### config.mk
export PLATFORM = sky130hd
export DESIGN_NAME = fetch_pc_unit
export DESIGN_NICKNAME = d
export VERILOG_FILES = /design/src/rtl/fetch_pc_unit_pkg.sv /design/src/rtl/fetch_pc_unit_adder.sv /design/src/rtl/fetch_pc_unit.sv
export SDC_FILE = /design/constraint.sdc
export NUM_CORES = 1
export LEC_CHECK = 0
export ABC_AREA = 1
export BUFFER_PORTS_ARGS = -buffer_cell sky130_fd_sc_hd__buf_4
export CORE_MARGIN = 5
export CORE_UTILIZATION = 34
export CTS_CLUSTER_DIAMETER = 50
export DETAILED_ROUTE_END_ITERATION = 6
export PLACE_DENSITY = 0.71
export SYNTH_ARGS = -nofsm -noshare
export SYNTH_HDL_FRONTEND = slang
export SYNTH_SLANG_ARGS = --single-unit
### constraint.sdc
create_clock -name clk -period 3.8 [get_ports clk]
set_input_delay 0.38 -clock clk [delete_from_list [all_inputs] [get_ports clk]]
set_output_delay 0.38 -clock clk [all_outputs]
set_load 0.02 [all_outputs]
### src/rtl/fetch_pc_unit_pkg.sv
// fetch_pc_unit_pkg: shared types and defaults for the IF-stage PC unit.
// Holds FSM state encodings, next-PC select codes and reset/step defaults.
package fetch_pc_unit_pkg;

   typedef enum logic [1:0] {
      FS_BOOT = 2'd0,
      FS_RUN  = 2'd1,
      FS_HALT = 2'd2
   } fs_e;

   typedef enum logic [1:0] {
      NPC_SEQ = 2'd0,
      NPC_BR  = 2'd1,
      NPC_J   = 2'd2
   } npc_sel_e;

   localparam logic [31:0] DEF_RESET_PC = 32'h0000_3000;
   localparam logic [31:0] DEF_PC_STEP  = 32'd4;

endpackage

### src/rtl/fetch_pc_unit_adder.sv
// fetch_pc_unit_adder: generic WIDTH-bit adder, result modulo 2^WIDTH.
// Ports: in1_i, in2_i operands; sum_o = in1_i + in2_i (carry discarded).
module fetch_pc_unit_adder #(
   parameter int unsigned WIDTH = 32
) (
   input  logic [WIDTH-1:0] in1_i,
   input  logic [WIDTH-1:0] in2_i,
   output logic [WIDTH-1:0] sum_o
);

   assign sum_o = in1_i + in2_i;

endmodule

### src/rtl/fetch_pc_unit.sv
// fetch_pc_unit: IF-stage PC register, next-PC mux and boot/run/halt FSM.
// Ports: clk, reset (sync, active-low), stall, br_valid/br_target,
//   j_valid/j_target, halt -> pc_F, pc_plus4_F, valid_F, align_err,
//   fetch_cnt (present only when macro FETCH_CNT_EN is defined).
module fetch_pc_unit
   import fetch_pc_unit_pkg::*;
#(
   parameter int unsigned      WIDTH    = 32,
   parameter logic [WIDTH-1:0] RESET_PC = WIDTH'(DEF_RESET_PC),
   parameter logic [WIDTH-1:0] PC_STEP  = WIDTH'(DEF_PC_STEP)
) (
   input  logic             clk,
   input  logic             reset,
   input  logic             stall,
   input  logic             br_valid,
   input  logic [WIDTH-1:0] br_target,
   input  logic             j_valid,
   input  logic [WIDTH-1:0] j_target,
   input  logic             halt,
   output logic [WIDTH-1:0] pc_F,
   output logic [WIDTH-1:0] pc_plus4_F,
   output logic             valid_F,
   output logic             align_err
`ifdef FETCH_CNT_EN
   ,
   output logic [31:0]      fetch_cnt
`endif
);

   fs_e              state_q;
   logic [WIDTH-1:0] pc_q, pc_d;
   logic [WIDTH-1:0] seq_pc;
   logic [WIDTH-1:0] tgt;
   logic             err_q, err_d;
   npc_sel_e         sel;
   logic             adv;

   fetch_pc_unit_adder #(
      .WIDTH(WIDTH)
   ) u_pc_add (
      .in1_i(pc_q),
      .in2_i(PC_STEP),
      .sum_o(seq_pc)
   );

   // A fetch is accepted only in RUN, unstalled, and not halting.
   assign adv = (state_q == FS_RUN) && !stall && !halt;

   // j and br both valid is illegal upstream; j takes precedence.
   always_comb begin
      sel = NPC_SEQ;
      tgt = br_target;
      if (j_valid) begin
         sel = NPC_J;
         tgt = j_target;
      end else if (br_valid) begin
         sel = NPC_BR;
      end
   end

   always_comb begin
      pc_d  = pc_q;
      err_d = err_q;
      if (adv) begin
         if (sel == NPC_SEQ) begin
            pc_d = seq_pc;
         end else begin
            pc_d  = {tgt[WIDTH-1:2], 2'b00};
            err_d = err_q | (tgt[1:0] != 2'b00);
         end
      end
   end

   always_ff @(posedge clk) begin
      if (!reset) begin
         state_q <= FS_BOOT;
         pc_q    <= RESET_PC;
         err_q   <= 1'b0;
      end else begin
         pc_q  <= pc_d;
         err_q <= err_d;
         unique case (state_q)
            FS_BOOT: state_q <= FS_RUN;
            FS_RUN:  if (halt && !stall) state_q <= FS_HALT;
            FS_HALT: state_q <= FS_HALT;
            default: state_q <= FS_BOOT;
         endcase
      end
   end

   assign pc_F       = pc_q;
   assign pc_plus4_F = seq_pc;
   assign valid_F    = (state_q == FS_RUN);
   assign align_err  = err_q;

`ifdef FETCH_CNT_EN
   logic [31:0] cnt_q;

   always_ff @(posedge clk) begin
      if (!reset) begin
         cnt_q <= '0;
      end else if (adv) begin
         cnt_q <= cnt_q + 32'd1;
      end
   end

   assign fetch_cnt = cnt_q;
`endif

endmodule

Word level (Yosys, flattened, before mapping)
Index checks and enable logic that the tools add are counted.
{ "word_totals": {"reg_bits": 35, "elab_cells": 24} }
{ "classes": {"addsub": 1, "eq_ne": 3, "n_mux": 6, "bitwise_logic": 2, "reduce_logical": 9} }
{ "ops": {"columns": ["op", "n"], "rows": [
  ["two-way mux 32 bit", 2],
  ["adder 32 x 3 -> 32 bit, second input constant", 1],
  ["case mux 2 bit (3 select lines)", 1],
  ["logical NOT 2 bit", 2],
  ["two-way mux 2 bit", 2],
  ["logical AND 1 bit", 3],
  ["== test 2 x 1 -> 1 bit, second input constant", 1],
  ["== test 2 bit, second input constant", 1],
  ["logical NOT 1 bit", 2],
  ["inequality test 2 x 1 -> 1 bit, second input constant", 1],
  ["AND reduction 2 bit", 1],
  ["nonzero test 2 bit", 1],
  ["two-way mux 1 bit", 1],
  ["NOT 1 bit", 1],
  ["bitwise OR 1 bit", 1]
]} }

Depth between registers and ports, before layout
Gate-level depths: netlist of run 1.
{ "logic_depth": {"ltp_word": 5, "depth_mapped": 12} }

Modules after synthesis
From an unflattened synthesis of run 1, not the netlist that was laid out.
{ "unflattened": {"cells_unflattened": 765, "area_unflattened_um2": 4236.6} }
{ "by_module_without_submodules": {"columns": ["module", "instances", "cells_each", "area_each_um2", "seq_area_each_um2"], "rows": [
  ["fetch_pc_unit_adder", 1, 491, 2323.5, 0.0],
  ["fetch_pc_unit", 1, 274, 1913.1, 700.7]
]} }

Worst setup path before layout of run 1
No wires, ideal clock.
{ "synth_timing": {"kind": "register to output", "startpoint": "register pc_q[3], in the netlist pc_F[3]", "endpoint": "output pc_plus4_F[20]", "t_arrival_ns": 1.506, "t_required_ns": 3.420, "slack_ns": 1.914, "stages_incl_launch_ff": 9, "path_cell_list": "dfxtp_1 ha_1 nand2_1 nor2_4 nand2_4 nor2_4 nand2_1 nand2_1 and2_1"} }
{ "synth_via": {"elab_chain_len": 1} }
{ "synth_lines": {"columns": ["element", "line_no", "text"], "rows": [
  ["from (decl)", "fetch_pc_unit.sv:31", "logic [WIDTH-1:0] pc_q, pc_d;"],
  ["from (signal assigned)", "fetch_pc_unit.sv:80", "pc_q <= pc_d;"],
  ["adder 32 x 3 -> 32 bit", "fetch_pc_unit_adder.sv:11", "assign sum_o = in1_i + in2_i;"],
  ["to (decl)", "fetch_pc_unit.sv:21", "output logic [WIDTH-1:0] pc_plus4_F,"]
]} }
No other way between the ends.

Worst setup path after layout of run 1
Same ends and word-level chain as after synthesis.

==> results.toml, run 1 <==
[global_route]
grt_max_degree = 39
grt_overflow = 0
grt_use_total_pct = 17.8
grt_pass1_vias = 2962
antenna_found_initial = 0
grt_pass1_wl_microns = 13300

[synth]
netlist.area_leader.share_pct = 26.1
synth_compound_area_share_pct = 23.8
synthSimpleGateAreaFrac_pct = 35.2
synthMuxAreaShare_pct = 0
syn_area_per_cell_sq_um = 6.51
yosysWarningCount = 0
synth_cell_types = 29
ys_ff_latch = 33
synth_area_leaders = "dfxtp_1, nand2_1, a221oi_1"
synth_xor_area_share_pct = 4.99
synth_top_family_by_area = "simple AND/OR/NAND/NOR gates"
syn_area_sq_um = 2530
syn_inst = 389
synthAdderAreaFrac_pct = 1.48
yosys.area.top_type = "dfxtp_1"
ys_seq_area_share_pct = 26.1

[final_layout]
area_delta_synth_final_pct = 43.6
layout_common_cells = "buf_4, nand2_1, nor2_1, dfxtp_1, o21ai_0"
antenna_cells = 0
drive_above_1_share_pct = 30.8
mostFrequentLayoutCell = "buf_4"
nets = 582
fillers = 733

[critical_path]
worst-path-buf-inv = 1
r2r-start = "state_q[1]$_SDFFE_PN0P_"
required_ns = 3.42
critPathKind = "flop to output pin"
crit_fanout = 5
crit_arrival_ns = 1.91
slowest_stage = "dfxtp_1"
critPathCaptureType = "output pin"
cpMostUsedCell = "nor2_4"
crit_family = "simple AND/OR/NAND/NOR gates"
crit_path_cell_trace = "ha_1 > nand2_1 > nor2_4 > nand2_4 > nor2_4 > nand3_1 > and2_1 > buf_4"
rr_worst_depth = 12
reg2reg_setup_slack_ns = 1.54
start_kind = "flop"
critical-path-max-stage-delay_ns = 0.40
crit-reg2reg-capture = "pc_F[13]$_SDFFE_PN1P_"

[die]
coreArea_sq_um = 7250
io_pins = 136
placementRows = 31
die_w_microns = 96.3
initial_core_util_pct = 34.9
die-height_microns = 96.3
fp.dieArea_sq_um = 9270

[pwr]
power.share.combinational_pct = 42.2
power.switching_mw = 0.496
leakage_nw = 1.67
total_power_mw = 1.25
p_int_mw = 0.756
pwr-share-clk_pct = 20.4
swShare_pct = 39.6
power_frac_seq_pct = 37.4
worst_ir_drop_vdd_v = 0.000192
power_density_nw_per_um2 = 344

[min_path]
hold_path_depth = 3
hp-start = "br_target[3]"
min_path_type = "primary input to flop"
hold_end = "pc_F[3]$_SDFFE_PN0P_"

[cts]
cts_root_buf = "clkbuf_8"
cts_buffers = 5
path_clk_slew_ns = 0.06
clock_sinks = 33
cts_setup_buffers = 0
clk_path_buf_depth = 2
clk_latency_ns = 0.28
cts_hold_buf = 0
h-tree-depth = 2
cts_tree = "built"
cts.repair.resized = 0

[place]
dp_hpwl_microns = 6700
place.gp.congestion = 0.916
numPortBuffers = 131
pre_cts_slack_ns = 1.55

[sta]
hold_viol_final = 0
rsz0062_at_grt = "no"
fin_crit_sh_pct = 60.1
finalClockSkew_ns = 0.00503
fin_ws_ns = 1.51
slew_headroom_pct = 14.4
fin_setup_tns_ns = 0
max_freq_mhz = 438
worst_slew_pin_slew_ns = 1.28
setup_viol = 0
min_period_ns = 2.29
report.final.slew_viol_count = 0

[status]
outcome = "finished, final reports clean"

[route]
drt_iter0_drc = 175
ant_nets = 0
drtPass1Iterations = 4
drc_errors = 0
viasPerCell = 4.96
vias = 3021
routedWlPerCell_microns = 14.2
drt_wl_total_microns = 8640

[job]
max_cap_viol_count = 0
==> cell type report <==
| cell class | count | area [sq um] | area share (%) |
|---|---|---|---|
| inverter | 28 | 105 | 2.89 |
| multi-input combinational | 309 | 1680 | 46.1 |
| tap | 99 | 124 | 3.41 |
| sequential | 33 | 661 | 18.2 |
| timing repair buffer | 132 | 991 | 27.3 |
| clock buffer | 8 | 80.1 | 2.20 |
==> how the worst max path moves through the flow <==
stage,startpoint,to,depth (start not counted)
floorplan,pc_F[3]$_SDFFE_PN0P_,pc_plus4_F[20],8
global placement,state_q[1]$_SDFFE_PN0P_,pc_F[13]$_SDFFE_PN1P_,12
detailed placement,state_q[1]$_SDFFE_PN0P_,pc_F[13]$_SDFFE_PN1P_,12
CTS,pc_F[3]$_SDFFE_PN0P_,pc_plus4_F[20],8
global route,state_q[1]$_SDFFE_PN0P_,pc_F[13]$_SDFFE_PN1P_,12
finish,pc_F[3]$_SDFFE_PN0P_,pc_plus4_F[20],8
==> per-stage QoR <==
stage | instances | hold WS (ns) | cell area [sq um] | util [%]
final | 609 | 0.401 | 3640 | 50.1
after global routing | 609 | 0.416 | 3640 | 50.1
after CTS | 609 | 0.396 | 3640 | 50.1
after detailed placement | 601 | 0.493 | 3560 | 49.0
after global placement | 601 | 0.462 | 3560 | 49.0
after floorplan | 392 | 0.454 | 2540 | -
==> power groups by stage <==
stage	combinational, mW	clock [mW]	sequential [mW]
after floorplan	0.252	0	0.507
after global placement	0.520	0	0.472
after detailed placement	0.531	0	0.474
after CTS	0.533	0.265	0.467
after global routing	0.574	0.280	0.478
final	0.528	0.256	0.468
==> cells in the mapped netlist, drive strengths merged <==
cell    number
nor3         2
ha           3
o211ai       1
conb         1
clkbuf      13
a21oi       27
o21ai       32
xnor2        5
nand3       12
o21bai       1
buf          9
xor2         6
and2         4
a31oi        7
nand3b       7
nand2      123
nand4        1
nor2        44
a221oi      19
inv         28
a22oi       11
dfxtp       33
==> registers in the layout (all words and copies together), names as in the netlist <==
name and flops:
pc_F 30, state_q 2, align_err 1
==> worst reg2reg max path: stages (launching register included) <==
cell and delay, ns:
dfxtp_1 0.30, inv_1 0.08, ha_1 0.18, inv_1 0.06
nor2_1 0.08, nand2_1 0.05, buf_4 0.21, inv_1 0.72
nand2_1 0.11, a21oi_1 0.15, nand2_1 0.07, o21ai_0 0.06
nand2_1 0.08
==> metal layers <==
metal  routed length, microns  track usage [%]
met1                     3760             22.0
met2                     4120             30.7
met3                      722             4.46
met4                       40             4.50
met5                        0                0
==> cells by family after synthesis <==
group           after synthesis
buf+inv                      50
compound gates               98
flops                        33
fa+ha+maj                     3
xor+xnor                     11
simple gates                193
other cells                   1
No activity file was read; power rests on OpenSTA's default activity.
==> run 2, diff against run 1 <==
==> constraint.sdc (replaced) <==
create_clock -name clk -period 2.25 [get_ports clk]
set_input_delay 0.225 -clock clk [delete_from_list [all_inputs] [get_ports clk]]
set_output_delay 0.225 -clock clk [all_outputs]
set_load 0.02 [all_outputs]
==> results.toml, run 2 (same netlist as run 1, synthesis figures left out) <==
[status]
outcome = "finished, final reports clean"

[place]
place.gp.congestion = 0.918
numPortBuffers = 131
dp_hpwl_microns = 6910

[final_layout]
mostFrequentLayoutCell = "buf_4"
largest_register_ffs = 30
area_delta_synth_final_pct = 45.7
antenna_cells = 0
postLayoutCoreUtil_pct = 50.9
fillers = 741
drive_above_1_share_pct = 32.0
layout_common_cells = "buf_4, nand2_1, nor2_1"
nets = 588

[global_route]
grt_max_degree = 33
grt_use_total_pct = 18.9
grt_overflow = 0
grt_pass1_vias = 2859
antenna_found_initial = 0
grt_pass1_wl_microns = 13900

[sta]
hold_viol_final = 0
report.final.slew_viol_count = 0
fin_crit_sh_pct = 92.6
max_freq_mhz = 480
rsz0062_at_grt = "no"
setup_viol = 0
finalClockSkew_ns = 0.00547
fin_setup_tns_ns = 0
min_period_ns = 2.08

[route]
drc_errors = 0
drtPass1Iterations = 5
routedWlPerCell_microns = 14.2
vias = 3009
drt_wl_total_microns = 8720
drt_iter0_drc = 155
ant_nets = 0
viasPerCell = 4.90

[die]
die_w_microns = 96.3
die-height_microns = 96.3
fp.dieArea_sq_um = 9270
io_pins = 136
initial_core_util_pct = 34.9
coreArea_sq_um = 7250
placementRows = 31

[cts]
path_clk_slew_ns = 0.07
clock_sinks = 33
cts_hold_buf = 0
cts_tree = "built"
cts_buffers = 5
clk_path_buf_depth = 2
clk_latency_ns = 0.29
cts_root_buf = "clkbuf_8"
cts_setup_buffers = 0
h-tree-depth = 2

[job]
max_cap_viol_count = 0

[critical_path]
required_ns = 2.03
critical-path-max-stage-delay_ns = 0.39
crit_family = "simple AND/OR/NAND/NOR gates"
crit_path_cell_trace = "ha_1 > nand2_1 > nor2_4 > nand2_4 > nor2_4 > nand3_1 > and2_1 > buf_4"
crit_arrival_ns = 1.86
critPathKind = "flop to output pin"
cpMostUsedCell = "nor2_4"
slowest_stage = "dfxtp_1"
critPathCaptureType = "output pin"
worst-path-buf-inv = 1
crit_fanout = 5
start_kind = "flop"

[min_path]
min_path_type = "primary input to flop"

[pwr]
leakage_nw = 1.71
power_density_nw_per_um2 = 586
worst_ir_drop_vdd_v = 0.000284
## run 2: path summary, 6_finish.rpt
path                            end  slack (ns)  cells after the start                     from
max                  pc_plus4_F[20]        0.17                      8     pc_F[3]$_SDFFE_PN0P_
min            pc_F[3]$_SDFFE_PN0P_        0.22                      3             br_target[3]
max reg2reg    pc_F[4]$_SDFFE_PN0P_        0.53                     10  state_q[1]$_SDFFE_PN0P_
min reg2reg  align_err$_SDFFE_PN0P_        0.48                      2   align_err$_SDFFE_PN0P_
## run 2: worst register-to-register path, stage by stage, from the launching register on
cell and delay [ns]:
dfxtp_1 0.30, inv_1 0.08, ha_1 0.17, inv_1 0.06
nor2_1 0.09, nand2_1 0.20, inv_1 0.24, buf_4 0.25
nand3_1 0.09, o211ai_1 0.09, inv_1 0.05
## run 2: area by class of cell
type                            count  area [sq um]  share of cell area [%]
Clock buffer                        7          86.3                    2.34
Inverter                           28           105                    2.85
Multi-Input combinational cell    309          1680                    45.4
Sequential cell                    33           662                    17.9
Tap cell                           99           124                    3.36
Timing Repair Buffer              138          1040                    28.1
## run 2: report_power, final
group	leakage (nW)	total [mW]	switching, mW	internal [mW]
combinational	1.39	0.905	0.511	0.395
sequential	0.269	0.789	0.116	0.673
clock	0.0443	0.466	0.223	0.243
total	1.71	2.16	0.850	1.31
## run 2: stage by stage
stage               hold slack, ns  setup slack [ns]  cell area (sq um)  total power [mW]  std cells
finish                       0.222             0.166               3690              2.16        614
global route                 0.245            0.0177               3690              2.31        614
CTS                          0.211             0.152               3690              2.18        614
detailed placement           0.464             0.476               3600              1.71        607
global placement             0.464             0.545               3600              1.69        607
floorplan                    0.375             0.481               2540              1.28        392
## run 2: routing by layer
layer,track usage [%],up-vias,share of wire (%)
met3,3.91,7,7.3
met4,4.98,0,1.0
li1,-,1557,-
met1,24.4,1342,44
met2,31.9,103,47
met5,0,-,0
## run 2: timing repair
item	in CTS	in global routing
hold endpoints to repair	0	0
endpoints found under the setup margin	0	1
resized for setup	0	1
